File: config.mk
export PLATFORM = sky130hd
export DESIGN_NAME = mem_bus_arbiter
export DESIGN_NICKNAME = d
export VERILOG_FILES = /design/src/rtl/mem_bus_arbiter.sv
export SDC_FILE = /design/constraint.sdc
export NUM_CORES = 1
export LEC_CHECK = 0
export ABC_AREA = 1
export CAP_MARGIN = 40
export CORE_MARGIN = 4
export CORE_UTILIZATION = 45
export CTS_CLUSTER_SIZE = 28
export DETAILED_ROUTE_END_ITERATION = 7
export PLACE_DENSITY = 0.86
export SLEW_MARGIN = 0
export SYNTH_ARGS = -nofsm -noshare
export SYNTH_HDL_FRONTEND = slang
export SYNTH_SLANG_ARGS = --single-unit
File: constraint.sdc
create_clock -name clk -period 3.05 [get_ports clk]
set_input_delay 0.4575 -clock clk [delete_from_list [all_inputs] [get_ports clk]]
set_output_delay 0.4575 -clock clk [all_outputs]
set_load 0.05 [all_outputs]
File: src/rtl/mem_bus_arbiter.sv
// Arbitrates the single MMU port between instruction fetch and load/store.
// Each access is held on the bus for 1+WAIT_CYCLES cycles. It is followed by a
// quiet cycle in which the winning port's ready pulses and read data is latched.
module mem_bus_arbiter #(
  parameter int WAIT_CYCLES = 0
) (
  input  logic        clk,
  input  logic        rst,
  input  logic        inst_req,
  input  logic [31:0] inst_addr,
  output logic [31:0] inst_rdata,
  output logic        inst_ready,
  input  logic        data_req,
  input  logic        data_we,
  input  logic        data_byte,
  input  logic [31:0] data_addr,
  input  logic [31:0] data_wdata,
  output logic [31:0] data_rdata,
  output logic        data_ready,
  output logic        mmu_if_read,
  output logic        mmu_if_write,
  output logic [31:0] mmu_addr,
  output logic [31:0] mmu_input_data,
  output logic        mmu_bytemode,
  input  logic [31:0] mmu_output_data,
  output logic        stall
);

  if (WAIT_CYCLES < 0 || WAIT_CYCLES > 15) begin : g_bad_wait_cycles
    $error("mem_bus_arbiter: WAIT_CYCLES must be within 0..15");
  end

  localparam logic [3:0] CNT_INIT = 4'(WAIT_CYCLES);

  typedef enum logic [1:0] {IDLE, BUSY_D, BUSY_I} state_e;

  state_e      state_q, state_d;
  logic [3:0]  cnt_q, cnt_d;
  logic        last_grant_q, last_grant_d;  // 0 = inst, 1 = data
  logic        rd_q, rd_d;
  logic        wr_q, wr_d;
  logic [31:0] addr_q, addr_d;
  logic [31:0] wdata_q, wdata_d;
  logic        byte_q, byte_d;
  logic [31:0] inst_rdata_q, inst_rdata_d;
  logic [31:0] data_rdata_q, data_rdata_d;
  logic        inst_ready_q, inst_ready_d;
  logic        data_ready_q, data_ready_d;
  logic        inst_elig, data_elig;

  // State register; every output is a flop so the MMU sees glitch-free strobes.
  always_ff @(posedge clk) begin
    if (rst) begin
      state_q      <= IDLE;
      cnt_q        <= 4'd0;
      last_grant_q <= 1'b0;
      rd_q         <= 1'b0;
      wr_q         <= 1'b0;
      addr_q       <= 32'd0;
      wdata_q      <= 32'd0;
      byte_q       <= 1'b0;
      inst_rdata_q <= 32'd0;
      data_rdata_q <= 32'd0;
      inst_ready_q <= 1'b0;
      data_ready_q <= 1'b0;
    end else begin
      state_q      <= state_d;
      cnt_q        <= cnt_d;
      last_grant_q <= last_grant_d;
      rd_q         <= rd_d;
      wr_q         <= wr_d;
      addr_q       <= addr_d;
      wdata_q      <= wdata_d;
      byte_q       <= byte_d;
      inst_rdata_q <= inst_rdata_d;
      data_rdata_q <= data_rdata_d;
      inst_ready_q <= inst_ready_d;
      data_ready_q <= data_ready_d;
    end
  end

  // Next-state: grant in IDLE, count down while busy, finish with a ready pulse.
  always_comb begin
    state_d      = state_q;
    cnt_d        = cnt_q;
    last_grant_d = last_grant_q;
    rd_d         = rd_q;
    wr_d         = wr_q;
    addr_d       = addr_q;
    wdata_d      = wdata_q;
    byte_d       = byte_q;
    inst_rdata_d = inst_rdata_q;
    data_rdata_d = data_rdata_q;
    inst_ready_d = 1'b0;
    data_ready_d = 1'b0;
    // A port in its ready cycle still shows its old request; it is already served.
    inst_elig    = inst_req & ~inst_ready_q;
    data_elig    = data_req & ~data_ready_q;

    case (state_q)
      IDLE: begin
        if (data_elig && (!inst_elig || !last_grant_q)) begin
          state_d      = BUSY_D;
          last_grant_d = 1'b1;
          cnt_d        = CNT_INIT;
          rd_d         = ~data_we;
          wr_d         = data_we;
          addr_d       = data_addr;
          wdata_d      = data_wdata;
          byte_d       = data_byte;
        end else if (inst_elig) begin
          state_d      = BUSY_I;
          last_grant_d = 1'b0;
          cnt_d        = CNT_INIT;
          rd_d         = 1'b1;
          wr_d         = 1'b0;
          addr_d       = inst_addr;
          wdata_d      = 32'd0;
          byte_d       = 1'b0;
        end
      end
      BUSY_D, BUSY_I: begin
        if (cnt_q != 4'd0) begin
          cnt_d = cnt_q - 4'd1;
        end else begin
          state_d = IDLE;
          rd_d    = 1'b0;
          wr_d    = 1'b0;
          addr_d  = 32'd0;
          wdata_d = 32'd0;
          byte_d  = 1'b0;
          if (state_q == BUSY_I) begin
            inst_ready_d = 1'b1;
            inst_rdata_d = mmu_output_data;
          end else begin
            data_ready_d = 1'b1;
            // Stores leave the last load result visible.
            if (!wr_q) data_rdata_d = mmu_output_data;
          end
        end
      end
      default: begin
        state_d = IDLE;
        rd_d    = 1'b0;
        wr_d    = 1'b0;
        addr_d  = 32'd0;
        wdata_d = 32'd0;
        byte_d  = 1'b0;
      end
    endcase
  end

  assign mmu_if_read    = rd_q;
  assign mmu_if_write   = wr_q;
  assign mmu_addr       = addr_q;
  assign mmu_input_data = wdata_q;
  assign mmu_bytemode   = byte_q;
  assign inst_rdata     = inst_rdata_q;
  assign data_rdata     = data_rdata_q;
  assign inst_ready     = inst_ready_q;
  assign data_ready     = data_ready_q;
  assign stall          = (inst_req & ~inst_ready_q) | (data_req & ~data_ready_q);

endmodule

==> impl_metrics.json, run 1 <==
{
  "initial_core_util": 0.4601,
  "multi_input_area_mm2": 0.002296,
  "ios": 268,
  "yosysTopAreaCellShare": 0.4827,
  "finalHoldViolCount": 0,
  "num_vias": 5718,
  "htree_levels": 4,
  "post_dp_cell_area_mm2": 0.008484,
  "synth_seq_area_share": 0.4827,
  "outcome": "finished, final reports clean",
  "start_kind": "primary input",
  "grt-ovfl-total": 0,
  "dp_hpwl_um": 12410,
  "die-area_mm2": 0.01479,
  "synthTopCellsByCount": "140 x dfxtp_1, 139 x a21oi_1, 117 x nand2_1",
  "routed_wirelength_um": 17570,
  "synth_seq_cells": 140,
  "fin_area_mm2": 0.009046,
  "place_inst": 1144,
  "avgRoutedWirePerCell_um": 14.95,
  "grt_pass1_wl_um": 27320,
  "ctsLongestPathBuffers": 2,
  "slew_viol_final": 0,
  "final_layout_size_suffix_gt1_frac": 0.05683,
  "postSynthCellCount": 750,
  "fillerInstances": 1033,
  "synth_area_per_cell_um2": 7.742,
  "drt_iter0_drc": 387,
  "path_clk_slew_ns": 0.05,
  "nets": 1128,
  "grt_usage": 0.2324,
  "fp-row-count": 41,
  "post_cts_buffers": 0,
  "numClockSinks": 140,
  "coreArea_mm2": 0.01262,
  "critPathKind": "in -> out",
  "cts_tree": "built",
  "ys_warn_count": 0,
  "async_reset_ff_frac": 0,
  "port_buffers": 267,
  "gp_congestion": 0.8356,
  "synth_enable_flop_cells": 0,
  "yosys.cell_types.count": 24,
  "critPathMaxFanout": 2,
  "endpoint_kind": "output pin",
  "rsz0062_at_grt": "false",
  "fp.dieH_um": 121.6,
  "synthTopCellsByArea": "dfxtp_1 48%, a21oi_1 12%, nand2_1 7.6%, inv_1 6.9%, nand3_1 5.4%",
  "instances_no_fill": 1175,
  "avgViaCountPerCell": 4.866,
  "power_leakage_nw": 3.398,
  "arrival_ns": 1.94,
  "clockRootBuffer": "clkbuf_16",
  "post-synth-top-count-cell": "dfxtp_1",
  "syn-num-nets": 887,
  "fmax_ghz": 0.4167,
  "drc": 0,
  "power.density_mw_per_mm2": 952.6,
  "slew_headroom": 0.4582,
  "syn_area_mm2": 0.005807,
  "grt_pass1_vias": 5419,
  "fin_setup_tns_ns": 0,
  "final-seq-area_mm2": 0.002803,
  "cap_violations": 0,
  "skew_ns": 0.007802,
  "synth_top_flop_cell": "dfxtp_1",
  "cts-hold-fix-buffers": 0,
  "cts_buffers": 17,
  "critPathRequiredTime_ns": 2.59,
  "clock_latency_ns": 0.41,
  "finalSetupViolations": 0,
  "period_share": 0.7868,
  "worst_slew_pin_slew_ns": 0.8127,
  "drt.antenna.violating_nets": 0,
  "grt_max_degree": 75,
  "first_pass_iters": 5,
  "ctsResizeCount": 0,
  "antenna_found_initial": 0,
  "period_needed_ns": 2.400,
  "syn_to_final_growth_pct": 55.79,
  "place_ws_ns": 0.6539,
  "finish.utilization": 0.7168,
  "holdCritPathClass": "reg -> reg",
  "diodes": 0,
  "synth_largest_area_cell": "dfxtp_1",
  "irDropWorstVdd_v": 0.0006460,
  "fin_ws_ns": 0.6503,
  "die_w_um": 121.6
}
==> report_power, final <==
part	total, mW	switching [mW]	internal [mW]	leakage (nW)
logic	4.14	2.80	1.33	1.99
registers	2.51	0.227	2.29	1.14
clock network	1.97	0.731	1.24	0.270
==> cells by family (layout without fill, tap and decap cells) <==
group | count (synthesis) | after routing | synth area share
AND/OR/NAND/NOR | 240 | 240 | 0.2101
AO/OA/AOI/OAI | 205 | 205 | 0.1773
buffers and inverters | 161 | 414 | 0.1220
flip-flops | 140 | 140 | 0.4827
adder cells (fa/ha/maj) | 3 | 3 | 0.006465
XOR/XNOR | 1 | 1 | 0.001509
==> flip-flops by register name, summed over array words and instances (netlist names) <==
signal          count
data_ready          1
inst_rdata         32
mmu_if_write        1
mmu_if_read         1
last_grant_q        1
mmu_bytemode        1
mmu_addr           32
cnt_q               4
state_q             2
inst_ready          1
mmu_input_data     32
data_rdata         32
==> stage by stage <==
| step | hold WS (ns) | power [mW] |
|---|---|---|
| floorplan | 0.4445 | 5.398 |
| global placement | 0.4288 | 6.632 |
| detailed placement | 0.4335 | 6.697 |
| CTS | 0.4421 | 8.685 |
| global route | 0.4586 | 9.054 |
| finish | 0.4392 | 8.618 |
==> worst max-delay path: stages <==
cell and delay [ns]:
clkdlybuf4s50_1 0.49, nand2_1 0.08, nand2_1 0.11, clkdlybuf4s50_1 0.81
==> metal layers <==
metal  share of wire  wire length, µm  up-vias  track usage
met5               0                0        -            0
met4           0.034              601        0       0.1057
met3           0.068             1192       39      0.06453
met2            0.51             8943      179       0.4048
met1            0.39             6835     2589       0.2648
li1                -                -     2911            -
==> path summary, 6_finish.rpt <==
kind / from / to / slack (ns) / cells after the start
setup reg to reg: state_q[0] / mmu_addr[13] / 1.01 / 8
setup / recovery: inst_req / stall / 0.65 / 4
hold reg to reg: inst_rdata[29] / inst_rdata[29] / 0.44 / 2
hold / removal: inst_rdata[29] / inst_rdata[29] / 0.44 / 2
==> cells in the final DEF, fill, tap and decap left out, types with 8 or more instances in the layout <==
cell type | netlist | routed
clkdlybuf4s50_1 | 0 | 266
dfxtp_1 | 140 | 140
a21oi_1 | 139 | 139
nand2_1 | 117 | 117
inv_1 | 106 | 106
nand3_1 | 63 | 63
o21ai_0 | 42 | 42
nand3b_1 | 32 | 32
o21ai_1 | 23 | 23
clkbuf_16 | 0 | 17
nand3_2 | 9 | 9
nor2_1 | 8 | 8
==> cell type report <==
class / instances / share of cell area
Inverter: 108 / 0.04481
Tap cell: 172 / 0.02379
Timing Repair Buffer: 275 / 0.3057
Clock inverter: 7 / 0.009959
Sequential cell: 140 / 0.3098
Multi-Input combinational cell: 449 / 0.2538
Clock buffer: 24 / 0.05214
Power figures use the tool's default switching activity.
==> run 2: changes to the inputs <==
- CORE_UTILIZATION: 45 -> 42
- PLACE_DENSITY: 0.86 -> 0.81
- clock period: 3.05 -> 2.3 ns (I/O delays scaled with it)
==> impl_metrics.json, run 2 (synthesis results as in run 1) <==
{
  "ctsResizeCount": 0,
  "avgRoutedWirePerCell_um": 15.08,
  "die_w_um": 125.6,
  "fin_ws_ns": 0.3153,
  "critPathKind": "reg -> out",
  "crit_cells": 1,
  "cts_tree": "built",
  "drt.antenna.violating_nets": 0,
  "layout_commonest_cell": "clkdlybuf4s50_1",
  "post_dp_cell_area_mm2": 0.008582,
  "cts-hold-fix-buffers": 0,
  "die-area_mm2": 0.01577,
  "outcome": "finished, final reports clean",
  "cap_violations": 0,
  "path_clk_slew_ns": 0.05,
  "diodes": 0,
  "place_inst": 1154,
  "initial_core_util": 0.4333,
  "cp_cell_sequence": "clkdlybuf4s50_1",
  "clock_latency_ns": 0.41,
  "num_vias": 5743,
  "cts_buffers": 17,
  "power.density_mw_per_mm2": 1282,
  "drc": 0,
  "ios": 268,
  "syn_to_final_growth_pct": 58.03,
  "skew_ns": 0.01105,
  "finalHoldViolCount": 0,
  "whs_path_depth": 2,
  "routed_wirelength_um": 17840,
  "endpoint_kind": "output pin",
  "antenna_found_initial": 0,
  "fmax_ghz": 0.5039,
  "finish.utilization": 0.6848,
  "numClockSinks": 140,
  "critPathTopFamily": "buffers and inverters",
  "cpPeakStageDelay_ns": 0.86,
  "critPathRequiredTime_ns": 1.96,
  "dp_hpwl_um": 12400,
  "finalSetupViolations": 0,
  "worst_slew_pin_slew_ns": 0.8299,
  "nets": 1134,
  "grt_usage": 0.2172,
  "gp_congestion": 0.8554,
  "drt_iter0_drc": 372,
  "fp.dieH_um": 125.6,
  "slew_headroom": 0.4468,
  "fp-row-count": 42,
  "slew_viol_final": 0,
  "fin_setup_tns_ns": 0,
  "whs_ns": 0.4393,
  "coreArea_mm2": 0.01340,
  "rsz0062_at_grt": "false",
  "period_share": 0.8629,
  "first_pass_iters": 5,
  "avgViaCountPerCell": 4.855,
  "holdCritPathClass": "reg -> reg",
  "final_layout_size_suffix_gt1_frac": 0.06356,
  "arrival_ns": 1.64,
  "period_needed_ns": 1.985,
  "instances_no_fill": 1183,
  "power_leakage_nw": 3.470,
  "final_cell_mix": "265 x clkdlybuf4s50_1, 140 x dfxtp_1, 139 x a21oi_1",
  "start_kind": "flip-flop",
  "grt_max_degree": 75,
  "crit_buf_inv": 1,
  "critPathMaxFanout": 3,
  "power_mw": 11.76,
  "grt_pass1_vias": 5302,
  "grt_pass1_wl_um": 27670,
  "reg2reg_depth": 8,
  "htree_levels": 4,
  "irDropWorstVdd_v": 0.0007574,
  "critPathSlowestCell": "clkdlybuf4s50_1",
  "port_buffers": 267,
  "post_cts_buffers": 0,
  "fin_area_mm2": 0.009176,
  "clockRootBuffer": "clkbuf_16",
  "place_ws_ns": 0.3618,
  "grt-ovfl-total": 0,
  "ctsLongestPathBuffers": 2
}
run 2: cell count changes in the layout (fill, tap and decap cells not counted):
cell and delta:
bufinv_16 +2, buf_4 +3, clkbuf_8 -1, buf_12 +4, clkinv_4 +1, clkdlybuf4s50_1 -1
clkinvlp_4 -2, clkbuf_1 -2
run 2: worst paths after layout:
check / start / to / slack, ns
max: mmu_if_write / mmu_if_write / 0.32
min: data_rdata[14] / data_rdata[14] / 0.44
max reg2reg: state_q[1] / mmu_if_read / 0.49
min reg2reg: data_rdata[14] / data_rdata[14] / 0.44
run 2: metal layers:
metal,vias to the layer above,part of all wire,global-route usage
met4,0,0.023,0.07589
met5,-,0,0
li1,2921,-,-
met3,30,0.059,0.06610
met2,191,0.51,0.3741
met1,2601,0.41,0.2562
run 2: final cells by class:
type / instances / area, µm²
tap: 176 / 220.2
inverter: 108 / 405.4
fill: 1116 / 4224
clock buffer: 21 / 450.4
sequential: 140 / 2803
multi-input combinational: 449 / 2296
clock inverter: 8 / 143.9
timing repair buffer: 281 / 2858
run 2: report_power, final:
| group | switching, mW | total (mW) | internal (mW) |
|---|---|---|---|
| sequential | 0.297 | 3.33 | 3.03 |
| clock | 0.974 | 2.80 | 1.82 |
| combinational | 3.76 | 5.64 | 1.87 |
| total | 5.04 | 11.8 | 6.73 |
